$ cat config.mk
export PLATFORM = sky130hd
export DESIGN_NAME = debounce_fsm
export DESIGN_NICKNAME = d
export VERILOG_FILES = /design/src/rtl/debounce_fsm.sv
export SDC_FILE = /design/constraint.sdc
export NUM_CORES = 1
export LEC_CHECK = 0
export ABC_AREA = 1
export BUFFER_PORTS_ARGS = -buffer_cell sky130_fd_sc_hd__buf_2
export CAP_MARGIN = 30
export CORE_AREA = 2 2 39 41
export DETAILED_ROUTE_END_ITERATION = 12
export DIE_AREA = 0 0 41 43
export PLACE_DENSITY = 0.51
export SLEW_MARGIN = 25
export SYNTH_ARGS = -nofsm -noshare
export SYNTH_HDL_FRONTEND = slang
export SYNTH_SLANG_ARGS = --single-unit
export TNS_END_PERCENT = 100
$ cat constraint.sdc
create_clock -name clk -period 1.2 [get_ports clk]
set_clock_uncertainty 0.15 [all_clocks]
set_input_delay 0.24 -clock clk [delete_from_list [all_inputs] [get_ports clk]]
set_output_delay 0.24 -clock clk [all_outputs]
set_load 0.1 [all_outputs]
$ cat src/rtl/debounce_fsm.sv
// debounce_fsm: two-flop synchronised button debouncer; clk, reset_n (sync, active-low), tick (count enable), btn_in -> debounced level, press_pulse/release_pulse strobes, busy while qualifying
module debounce_fsm #(
  parameter int DEBOUNCE_CYCLES = 4,
  parameter int COUNT_WIDTH = (DEBOUNCE_CYCLES > 1) ? $clog2(DEBOUNCE_CYCLES) : 1
) (
  input  logic clk,
  input  logic reset_n,
  input  logic tick,
  input  logic btn_in,
  output logic debounced,
  output logic press_pulse,
  output logic release_pulse,
  output logic busy
);
  typedef enum logic [1:0] {IDLE_LOW, WAIT_HIGH, IDLE_HIGH, WAIT_LOW} state_t;
  state_t state, state_nxt;
  logic s1, s2;
  logic [COUNT_WIDTH-1:0] count, count_nxt;
  logic debounced_nxt, press_nxt, release_nxt;
  logic rollover;
  assign rollover = tick && count == COUNT_WIDTH'(DEBOUNCE_CYCLES - 1);
  assign busy = state == WAIT_HIGH || state == WAIT_LOW;
  always_comb begin
    state_nxt = state;
    count_nxt = '0;
    debounced_nxt = debounced;
    press_nxt = 1'b0;
    release_nxt = 1'b0;
    case (state)
      IDLE_LOW: state_nxt = s2 ? WAIT_HIGH : IDLE_LOW;
      IDLE_HIGH: state_nxt = s2 ? IDLE_HIGH : WAIT_LOW;
      WAIT_HIGH:
        if (!s2) state_nxt = IDLE_LOW;
        else if (rollover) begin
          state_nxt = IDLE_HIGH;
          debounced_nxt = 1'b1;
          press_nxt = 1'b1;
        end else count_nxt = count + COUNT_WIDTH'(tick);
      WAIT_LOW:
        if (s2) state_nxt = IDLE_HIGH;
        else if (rollover) begin
          state_nxt = IDLE_LOW;
          debounced_nxt = 1'b0;
          release_nxt = 1'b1;
        end else count_nxt = count + COUNT_WIDTH'(tick);
    endcase
  end
  always_ff @(posedge clk) begin
    if (!reset_n) begin
      s1 <= 1'b0;
      s2 <= 1'b0;
      state <= IDLE_LOW;
      count <= '0;
      debounced <= 1'b0;
      press_pulse <= 1'b0;
      release_pulse <= 1'b0;
    end else begin
      s1 <= btn_in;
      s2 <= s1;
      state <= state_nxt;
      count <= count_nxt;
      debounced <= debounced_nxt;
      press_pulse <= press_nxt;
      release_pulse <= release_nxt;
    end
  end
endmodule

==> key figures <==
Setup path
  – WP buf/inv: 1
  – Top Family by Delay on Critical Path: flip-flops
  – CP max-delay cell: dfxtp_2
  – Worst Path Required: 810 ps
  – CP Data Arrival Time: 790 ps
  – Max FO, Critical Path: 2
  – Worst setup SP type: flop
  – CP peak stage delay: 350 ps
  – Crit path kind: reg2out
  – Crit path cell chain: buf_12
  – Worst setup EP type: primary output

Detailed routing
  – Post-route DRC: 0
  – Post-Route WL: 534 µm
  – DRT iter0 DRCs: 1
  – Vias: between 200 and 300
  – 1st-pass router iterations: 2
  – Antenna Nets Post-Route: 0
  – Avg WL per Cell: 7.52 µm
  – Vias per inst: approximately 4.1

Pwr
  – Flop pwr share: 0.535
  – Comb power frac: 0.053
  – Worst vdd ir: between 400 and 500 µV
  – Power Density: 1140 mW/mm²
  – Switching Share: 0.223
  – Int Pwr: ~0.44 mW
  – Pleak: 0.227 nW
  – Clk pwr share: 0.412
  – Net Sw Power: ~0.13 mW
  – Total power: around 0.57 mW

CTS
  – CTS Hold Bufs: 0
  – CTS tree: yes
  – CTS clk-pin slew, worst paths: around 60 ps
  – Clk root buf: clkbuf_4
  – Clock Path Buffers: 2
  – CTS Buf Count: 3
  – H-tree depth: 1
  – # clock sinks: 9
  – Clock Latency Late Sink: 260 ps

Floorplan
  – CORE AREA: 0.00138 mm²
  – Chip height: 43 µm
  – Die ar.: 0.00176 mm²
  – Std cell rows: 14
  – Die Wd: 41 µm
  – Starting Density: 0.248
  – # IOs: 8

Synthesis
  – Predominant post-synthesis flop cell: dfxtp_1
  – Mean Syn Cell Area: around 8 µm²
  – Post-synthesis mux area share: 0
  – Post-Synth Simple-Gate Area: 0.325
  – Syn_nets: 49
  – Most common library cells after synthesis: 10 x nor2_1, 9 x dfxtp_1, 8 x nand2_1, 5 x inv_1, 3 x nand3_1
  – Top post-synthesis cells by area: dfxtp_1 53%, nor2_1 11%, nand2_1 8.8%
  – Post-synthesis compound-gate area fraction: 0
  – Post-synthesis sequential area ratio: 0.526
  – Post-synth EDFFs: 0
  – Largest family of logic cells by synthesized area: simple AND/OR/NAND/NOR gates
  – Yosys warns: 0
  – Mapped cell area: roughly 340 µm²
  – Synth area leader: dfxtp_1
  – Synth cell types: 13
  – Adder-cell share of the synthesized area: 0.0365
  – Flip-flop and latch count after synthesis: 9
  – Xor/xnor share of the synthesized area: 0.0255
  – Asr flop ratio synth: 0
  – Post-Syn Instances: 44
  – Most frequent cell after synthesis: nor2_1
  – Top-area cell type share of the netlist area: 0.526

Global routing
  – First-pass GRT wire length: 966 µm
  – Largest net degree at the start of global routing: 8
  – Initial antenna violation count: 0
  – Vias in the first global route: 270
  – Aggregate global routing overflow: 0
  – Total GRT Usage: 0.0848

Run
  – # Max-Cap Violations: 0

STA
  – Hold Slack: between 6 and 7 ps
  – Slew Viols, Final: 0
  – Max Fclk: 0.848 GHz
  – Slew @ Worst Pin: between 150 and 200 ps
  – Final hold violation count: 0
  – Period Utilization, post-route: 0.983
  – RSZ-0062 raised after global routing: true
  – Slew margin rel.: 0.899
  – Setup Viol. Count Final: 0
  – Tmin final: 1180 ps

Status
  – Outcome: completed

Final layout
  – ANT cells: 0
  – Filler-free cell count of the finished design: 71
  – Area growth, synth to finish: 45.3%
  – Layout Utilization: 0.360
  – Final nets: 61
  – Share of cells above drive strength 1: 0.364

Hold path
  – Type of the most critical hold path: in2reg

Place
  – Routability cong.: 0.700
  – Placed insts: 66
  – I/O Buffers: 7
cells by family (layout without fill, tap and decap cells):
kind of cell / after synthesis / count (layout)
simple gates: 25 / 25
flops: 9 / 9
buf+inv: 8 / 19
fa+ha+maj: 1 / 1
xor+xnor: 1 / 1
power groups by stage:
stage               Clock, mW  Combinational (mW)  Sequential [mW]
floorplan                   0              0.0161            0.312
global placement            0              0.0284            0.313
detailed placement          0              0.0287            0.313
CTS                     0.244              0.0289            0.304
global route            0.252              0.0340            0.304
finish                  0.234              0.0300            0.304
worst paths after layout:
| path | start | end | slack [ps] | depth (start not counted) |
|---|---|---|---|---|
| setup reg to reg | flop | count[0] | 100 | 5 |
| hold / removal | btn_in | s1 | 7 | 3 |
| setup / recovery | debounced | debounced | 20 | 1 |
| hold reg to reg | s1 | s2 | 260 | 2 |
tightest hold or removal path, cell delays in order:
cell and delay [ps]:
buf_2 70, nand2_1 40, inv_1 40
timing repair:
item,4_1_cts,5_1_grt
resized for setup,2,1
setup buffers,0,1
endpoints found under the setup margin,1,4
cell type report:
class | instances | area [µm²]
Inverter | 7 | 26.3
Multi-Input combinational cell | 27 | 135
Clock buffer | 4 | 26.3
Timing Repair Buffer | 8 | 103
Tap cell | 16 | 20.0
Fill cell | 155 | 886
Sequential cell | 9 | 188
layout by cell type (no fill, tap or decap):
cell type	count
buf_12	4
buf_2	3
buf_4	1
clkbuf_1	1
clkbuf_4	3
dfxtp_1	5
dfxtp_2	3
dfxtp_4	1
ha_1	1
inv_1	5
inv_2	2
nand2_1	8
nand2_2	1
nand3_1	3
nand3_2	1
nand4_1	1
nor2_1	9
nor2_2	1
or2_1	1
xnor2_1	1
routing by layer:
layer	track usage	vias to the layer above	routed length, µm	part of all wire
met4	0.100	0	12	0.022
met2	0.125	6	268	0.50
li1	-	155	-	-
met5	0	-	0	0
met3	0.0157	2	13	0.024
met1	0.0852	131	239	0.45
per-stage QoR:
step	setup TNS [ps]	setup WS, ps	instance area, µm²
detailed placement	0	115	458
floorplan	0	18.2	348
global placement	0	128	458
CTS	0	1.57	488
finish	0	20.5	498
global route	-3.77	-3.77	498
Power figures use the tool's default switching activity.
